`src/rtl/sq_req_arbiter_32.sv`:
```
`timescale 1ns/1ps
// ---------------------------------------------------------------------------
// sq_req_arbiter_32
// Round-robin arbiter that shares one (y+1)*(y+1) squarer between NUM_REQ
// requesters. One request is accepted per cycle, tagged with its requester
// index, carried through a LATENCY-deep register pipeline and returned on a
// single backpressured response channel.
//
// Ports:
//   clk         clock, all state updates on the rising edge
//   rst         synchronous active-high reset
//   req_valid   per-requester operand present
//   req_y       per-requester operand, requester i on [32i+31:32i]
//   req_ready   one-hot-or-zero grant (combinational)
//   resp_valid  response present
//   resp_ready  consumer accepts the response
//   resp_id     requester index owning the response
//   resp_out    (y+1)*(y+1) mod 2^32
//   busy        any pipeline stage holds a valid entry
// ---------------------------------------------------------------------------

// Shared datapath: out = (y + 1)^2, low 32 bits.
module many_assigns_32 (
    input  logic [31:0] y,
    output logic [31:0] out
);
    logic [31:0] y_inc;
    logic [31:0] sq;

    assign y_inc = y + 32'd1;
    assign sq    = y_inc * y_inc;
    assign out   = sq;
endmodule

module sq_req_arbiter_32 #(
    parameter int unsigned NUM_REQ = 4,
    parameter int unsigned LATENCY = 2,
    parameter int unsigned ID_W    = (NUM_REQ > 2) ? $clog2(NUM_REQ) : 1
) (
    input  logic                      clk,
    input  logic                      rst,
    input  logic [NUM_REQ-1:0]        req_valid,
    input  logic [NUM_REQ*32-1:0]     req_y,
    output logic [NUM_REQ-1:0]        req_ready,
    output logic                      resp_valid,
    input  logic                      resp_ready,
    output logic [ID_W-1:0]           resp_id,
    output logic [31:0]               resp_out,
    output logic                      busy
);
    localparam int unsigned DATA_W = 32;
    // One extra bit so ptr + k can be compared against NUM_REQ before wrapping.
    localparam int unsigned IDX_W  = ID_W + 1;

    // Payload carried by every pipeline stage.
    typedef struct packed {
        logic              vld;
        logic [ID_W-1:0]   id;
        logic [DATA_W-1:0] res;
    } stage_t;

    stage_t [LATENCY-1:0] stg_q;
    stage_t [LATENCY-1:0] stg_d;

    logic [ID_W-1:0]      ptr_q;
    logic [ID_W-1:0]      ptr_d;

    logic                 adv_c;
    logic                 scan_en_c;
    logic                 grant_any_c;
    logic [ID_W-1:0]      grant_idx_c;
    logic [NUM_REQ-1:0]   grant_oh_c;
    logic [IDX_W-1:0]     scan_idx_c;
    logic [DATA_W-1:0]    sel_y_c;
    logic [DATA_W-1:0]    sq_res_c;
    logic                 busy_c;

    // Whole pipeline moves together whenever the output slot can be vacated.
    assign adv_c     = ~stg_q[LATENCY-1].vld | resp_ready;
    assign scan_en_c = adv_c & ~rst;

    // Round-robin scan starting at ptr, wrapping at NUM_REQ.
    always_comb begin
        grant_any_c = 1'b0;
        grant_idx_c = '0;
        scan_idx_c  = '0;
        for (int unsigned k = 0; k < NUM_REQ; k++) begin
            scan_idx_c = IDX_W'(ptr_q) + IDX_W'(k);
            if (scan_idx_c >= IDX_W'(NUM_REQ)) begin
                scan_idx_c = scan_idx_c - IDX_W'(NUM_REQ);
            end
            if (!grant_any_c && scan_en_c && req_valid[scan_idx_c[ID_W-1:0]]) begin
                grant_any_c = 1'b1;
                grant_idx_c = scan_idx_c[ID_W-1:0];
            end
        end
    end

    // One-hot grant and operand select.
    always_comb begin
        grant_oh_c = '0;
        sel_y_c    = '0;
        for (int unsigned i = 0; i < NUM_REQ; i++) begin
            grant_oh_c[i] = grant_any_c && (grant_idx_c == ID_W'(i));
            if (grant_oh_c[i]) begin
                sel_y_c = req_y[i*DATA_W +: DATA_W];
            end
        end
    end

    assign req_ready = grant_oh_c;

    // Pointer moves just past the granted requester.
    always_comb begin
        ptr_d = ptr_q;
        if (grant_any_c) begin
            if (grant_idx_c == ID_W'(NUM_REQ - 1)) begin
                ptr_d = '0;
            end else begin
                ptr_d = grant_idx_c + ID_W'(1);
            end
        end
    end

    many_assigns_32 u_sq (
        .y   (sel_y_c),
        .out (sq_res_c)
    );

    // Stage 0 captures the grant; later stages forward. Bubbles shift too.
    always_comb begin
        stg_d = stg_q;
        if (adv_c) begin
            stg_d[0].vld = grant_any_c;
            stg_d[0].id  = grant_any_c ? grant_idx_c : '0;
            stg_d[0].res = grant_any_c ? sq_res_c : '0;
            for (int unsigned s = 1; s < LATENCY; s++) begin
                stg_d[s] = stg_q[s-1];
            end
        end
    end

    always_ff @(posedge clk) begin
        if (rst) begin
            stg_q <= '0;
            ptr_q <= '0;
        end else begin
            stg_q <= stg_d;
            ptr_q <= ptr_d;
        end
    end

    always_comb begin
        busy_c = 1'b0;
        for (int unsigned s = 0; s < LATENCY; s++) begin
            busy_c = busy_c | stg_q[s].vld;
        end
    end

    assign resp_valid = stg_q[LATENCY-1].vld;
    assign resp_id    = stg_q[LATENCY-1].id;
    assign resp_out   = stg_q[LATENCY-1].res;
    assign busy       = busy_c;

endmodule

```
`config.mk`:
```
export PLATFORM = sky130hd
export DESIGN_NAME = sq_req_arbiter_32
export DESIGN_NICKNAME = d
export VERILOG_FILES = /design/src/rtl/sq_req_arbiter_32.sv
export SDC_FILE = /design/constraint.sdc
export NUM_CORES = 1
export LEC_CHECK = 0
export ABC_CLOCK_PERIOD_IN_PS = 13950
export BUFFER_PORTS_ARGS = -buffer_cell sky130_fd_sc_hd__buf_2
export CAP_MARGIN = 20
export CORE_ASPECT_RATIO = 0.5
export CORE_UTILIZATION = 45
export CTS_CLUSTER_SIZE = 20
export DETAILED_ROUTE_END_ITERATION = 8
export GPL_ROUTABILITY_DRIVEN = 1
export SETUP_SLACK_MARGIN = 0.4
export SYNTH_ARGS = -nofsm -noshare
export SYNTH_HDL_FRONTEND = slang
export SYNTH_SLANG_ARGS = --single-unit
```
`constraint.sdc`:
```
create_clock -name clk -period 13.95 [get_ports clk]
set_input_delay 2.0925 -clock clk [delete_from_list [all_inputs] [get_ports clk]]
set_output_delay 2.0925 -clock clk [all_outputs]
set_load 0.01 [all_outputs]
```
==> reports/metrics.csv, run 1 <==
metric;value;unit
Achievable Freq;77.2;MHz
Final period util;0.929;
pin count of the biggest net entering global routing;74;
Final ANT Viol Nets;0;
Worst Skew;10.3;ps
detailed-route DRC error count;0;
CTS Buffer Depth;2;
grt total ovfl;0;
Mapped Area;18200;µm²
CP Data Arrival Time;13150;ps
share of layout cells above drive strength 1;0.125;
Root Driver;clkbuf_16;
register bit total from synthesis;70;
placer congestion estimate;0.961;
global-route wire length before repair;84.1;mm
postcts setup bufs;0;
post-synthesis cell count;2154;
CP Launch Type;input port;
FP Rows;51;
Syn Area/Cell;8.45;µm²
EDFF count, synth;0;
Most common cell on crit path;fa_1;
Max Transition Viols Final;0;
Slew HR;0.367;
Total Neg Setup Slack;0;ps
CTS sink cnt;70;
Post-DP Area;19600;µm²
Place WS;739;ps
drt initial violations;960;
CP max stage cell;a2111oi_0;
Crit Path Class;input port to register;
die area;41300;µm²
# fillers;3832;
synth top area cells;fa_1 (40%), inv_1 (11%), ha_1 (9.5%);
Leakage;10.5;nW
Starting Density;0.462;
die span in y;144;µm
Clk pin slew, worst setup/hold paths;60;ps
I/O pin count;175;
CP Max Fanout;43;
sequential share of the synthesized area;0.0770;
CTS tree;done;
Slew @ Worst Pin;923;ps
Post-synth top cells;inv_1 (517), fa_1 (362), nor2_1 (203);
Layout area overhead;9.36;%
Design Area, Final;19900;µm²
area share of the largest cell type after synthesis;0.398;
slack of the critical path;994;ps
PD cells;147;nW/µm²
top-count cell post-synth;inv_1;
Req. time, crit path;14140;ps
dpl hpwl;44.2;mm
via count;14500;
I/O Buffers;169;
final WL;52.5;mm
crit end category;register;
Final setup viols;0;
Final #Nets;2910;
initial antenna violation count;0;
CTS resizes;0;
largest area contributor in the netlist;fa_1;
total CTS buffers;9;
Avg WL per Cell;18.7;µm
Hold Violations, Final;0;
worst hold path type;register to register;
Via-to-Cell Ratio;5.15;
Syn. warnings;0;
RSZ-0062 raised after global routing;false;
Top FF cell, synth;dfxtp_1;
number of distinct library cells after synthesis;75;
Die X;286;µm
FFs w/ async S/R, synth;0;
# hold bufs at CTS;0;
GRT Overall Usage;0.267;
DRT Pass-1 Iters;5;
VDD IR max;0.0985;mV
outcome;finished clean;
crit-path max cell delay;690;ps
maxcap violations;0;
H-tree Lvls;3;
vias in the first global route;14900;
Clock Latency Late Sink;330;ps
minimum clock period;12960;ps
Core ar.;39400;µm²
critical path, delay by kind of cell:
family / cells / cell delay, ps
compound gates: 11 / 2720
xor+xnor: 2 / 670
fa+ha+maj: 10 / 4630
buf+inv: 7 / 1350
mux: 1 / 140
simple gates: 7 / 1530
registers in the layout, summed over array words and instances, names as in the netlist:
signal and cells:
stg_q 34, resp_valid 1, ptr_q 2, resp_out 31
resp_id 2
per-stage QoR:
| step | std cells | util | total power [mW] | hold slack [ps] |
|---|---|---|---|---|
| after detailed placement | 2794 | 0.497 | 2.65 | 440 |
| final | 2812 | 0.506 | 2.93 | 444 |
| after floorplan | 2155 | - | 1.89 | 425 |
| after CTS | 2810 | 0.506 | 2.92 | 449 |
| after global placement | 2794 | 0.497 | 2.63 | 436 |
| after global routing | 2810 | 0.506 | 3.25 | 462 |
cells in the final DEF (no fill, tap or decap), types with 5 or more instances in the layout:
master / instances
a311oi_1: 6
xnor2_1: 48
nor2b_1: 19
nand4_1: 5
dfxtp_1: 70
o21ai_0: 31
nand2b_1: 46
inv_1: 517
a21o_1: 16
buf_4: 53
ha_1: 138
xor2_1: 33
a221oi_1: 6
and3_1: 5
a21oi_1: 87
clkinv_1: 10
mux2i_1: 9
buf_2: 169
or2_2: 25
nor3_1: 21
or3_1: 5
nand3_1: 16
clkbuf_16: 9
and4_1: 5
nand2_1: 187
o211a_1: 5
and2_1: 22
fa_1: 362
o21a_1: 12
nor2_1: 203
a22oi_1: 15
nand3b_1: 16
a211oi_1: 9
o211ai_1: 5
a31oi_1: 13
final timing paths:
path	startpoint	to	slack [ps]	cells past startpoint
worst max-delay path	req_valid[2]	stg_q[30]	990	38
worst min-delay path	resp_out[14]	resp_out[14]	440	2
worst max register to register	ptr_q[1]	stg_q[30]	2400	37
worst min register to register	resp_out[14]	resp_out[14]	440	2
cell families after synthesis:
kind of cell | count (synthesis) | synth area share
mux | 12 | 0.00680
flops | 70 | 0.0770
simple gates | 605 | 0.157
other cells | 2 | 0.000412
buf+inv | 641 | 0.140
compound gates | 241 | 0.0858
fa+ha+maj | 500 | 0.493
xor+xnor | 83 | 0.0403
routing by layer:
layer  vias to the layer above  GRT usage  part of all wire
met2                       451      0.422              0.44
met3                        62     0.0244             0.064
met4                         0     0.0549             0.018
met5                         -          0                 0
li1                       6723          -                 -
met1                      7248      0.397              0.48
where the power goes:
| part | internal (mW) | total [mW] | switching (mW) | leakage, nW |
|---|---|---|---|---|
| Combinational | 0.951 | 2.41 | 1.46 | 9.74 |
| Clock | 0.158 | 0.247 | 0.0882 | 0.157 |
| Sequential | 0.253 | 0.277 | 0.0237 | 0.576 |
| Total | 1.36 | 2.93 | 1.57 | 10.5 |
final cells by class:
type                            instances  area (µm²)  area share
Multi-Input combinational cell       1444       14300       0.718
Inverter                              528        1980      0.0995
Sequential cell                        70        1400      0.0704
Timing Repair Buffer                  222        1240      0.0625
Tap cell                              530         663      0.0333
Clock buffer                            9         225      0.0113
Clock inverter                          7         103     0.00515
Antenna cell                            2        5.00    0.000251
Note: power is estimated with default switching activity, not from simulation.
==> run 2: changes to the inputs <==
ABC_CLOCK_PERIOD_IN_PS = 14800   (was 13950)
clock period = 14.8 ns   (was 13.95 ns; I/O delays follow)
==> reports/metrics.csv, run 2 (same netlist as run 1, synthesis figures left out) <==
metric;value;unit
Req. time, crit path;15030;ps
CP Data Arrival Time;13780;ps
Via-to-Cell Ratio;5.12;
detailed-route DRC error count;0;
Total Neg Setup Slack;0;ps
Leakage;10.4;nW
Final ANT Viol Nets;0;
CP Max Fanout;24;
Clock Latency Late Sink;330;ps
Core ar.;39400;µm²
H-tree Lvls;3;
dpl hpwl;44.3;mm
Crit Path Class;input port to register;
Final #Nets;2907;
Achievable Freq;73.8;MHz
Hold Worst Slack;444;ps
pin count of the biggest net entering global routing;66;
# hold bufs at CTS;0;
share of layout cells above drive strength 1;0.123;
slack of the critical path;1260;ps
die span in y;144;µm
commonest non-fill, non-tap cells in the layout;inv_1 (517), fa_1 (362), nor2_1 (203);
worst hold path type;register to register;
sequential power share;0.095;
GRT Overall Usage;0.267;
combinational power share;0.827;
DRT Pass-1 Iters;5;
RSZ-0062 raised after global routing;false;
Root Driver;clkbuf_16;
via count;14400;
die area;41300;µm²
CTS sink cnt;70;
CP Launch Type;input port;
commonest non-fill, non-tap cell in the layout;inv_1;
global-route wire length before repair;83.6;mm
CTS Buffer Depth;2;
total CTS buffers;9;
Internal;1.27;mW
# fillers;3798;
Max Transition Viols Final;0;
FP Rows;51;
Net Switching;1.48;mW
Worst Skew;6.26;ps
Slew HR;0.242;
vias in the first global route;14600;
total power;2.76;mW
Clk pin slew, worst setup/hold paths;60;ps
VDD IR max;0.104;mV
Layout area overhead;9.08;%
I/O pin count;175;
multi-input logic area;14300;µm²
clock network power share;0.078;
# diodes;0;
I/O Buffers;169;
crit end category;register;
outcome;finished clean;
grt total ovfl;0;
register area;1400;µm²
crit-path max cell delay;780;ps
max reg flops;34;
final core occ;0.504;
Slew @ Worst Pin;1130;ps
Final setup viols;0;
Final period util;0.915;
CTS tree;done;
PD cells;139;nW/µm²
final WL;53.3;mm
initial antenna violation count;0;
placer congestion estimate;0.936;
Avg WL per Cell;19.0;µm
CP max stage cell;or4b_1;
Hold Violations, Final;0;
Die X;286;µm
largest reg by FF count;stg_q;
drt initial violations;966;
minimum clock period;13540;ps
Starting Density;0.462;
sw frac;0.538;
Place WS;854;ps
maxcap violations;0;
-- run 2: worst max-delay path, delay by kind of cell --
kind	cells	cell delay, ps
compound gates	11	2150
xor+xnor	2	600
fa+ha+maj	10	4200
buf+inv	11	1240
simple gates	9	3320
-- run 2: area by class of cell --
| cell class | count | share of cell area |
|---|---|---|
| Multi-Input combinational cell | 1444 | 0.719 |
| Tap cell | 530 | 0.0334 |
| Inverter | 528 | 0.100 |
| Clock buffer | 12 | 0.0124 |
| Sequential cell | 70 | 0.0706 |
| Clock inverter | 4 | 0.00277 |
| Timing Repair Buffer | 219 | 0.0615 |
-- run 2: what timing repair did --
item | in CTS | in global routing
setup endpoints to repair | 0 | 4
resized for setup | 0 | 1
setup buffers | 0 | 0
-- run 2: path summary, 6_finish.rpt --
| kind | cells past startpoint | from | slack (ps) | to |
|---|---|---|---|---|
| max | 43 | req_valid[0] | 1260 | stg_q[28] |
| min | 2 | resp_out[0] | 440 | resp_out[0] |
| max reg2reg | 41 | resp_valid | 2840 | stg_q[28] |
| min reg2reg | 2 | resp_out[0] | 440 | resp_out[0] |
-- run 2: power by group through the flow --
stage	logic, mW	clock network, mW	registers (mW)
5_1_grt	2.54	0.228	0.267
2_1_floorplan	1.53	0	0.258
3_5_place_dp	2.23	0	0.266
6_report	2.28	0.215	0.262
4_1_cts	2.25	0.220	0.262
3_3_place_gp	2.21	0	0.265
-- run 2: per-stage QoR --
| step | area, µm² | instances |
|---|---|---|
| floorplan | 18200 | 2155 |
| global placement | 19600 | 2790 |
| detailed placement | 19600 | 2790 |
| CTS | 19900 | 2806 |
| global route | 19900 | 2807 |
| finish | 19900 | 2807 |
-- run 2: metal layers --
metal,track usage,vias to the layer above,part of all wire
met1,0.403,7229,0.48
met5,0,-,0
met2,0.411,397,0.43
met4,0.0459,0,0.011
li1,-,6705,-
met3,0.0371,33,0.073
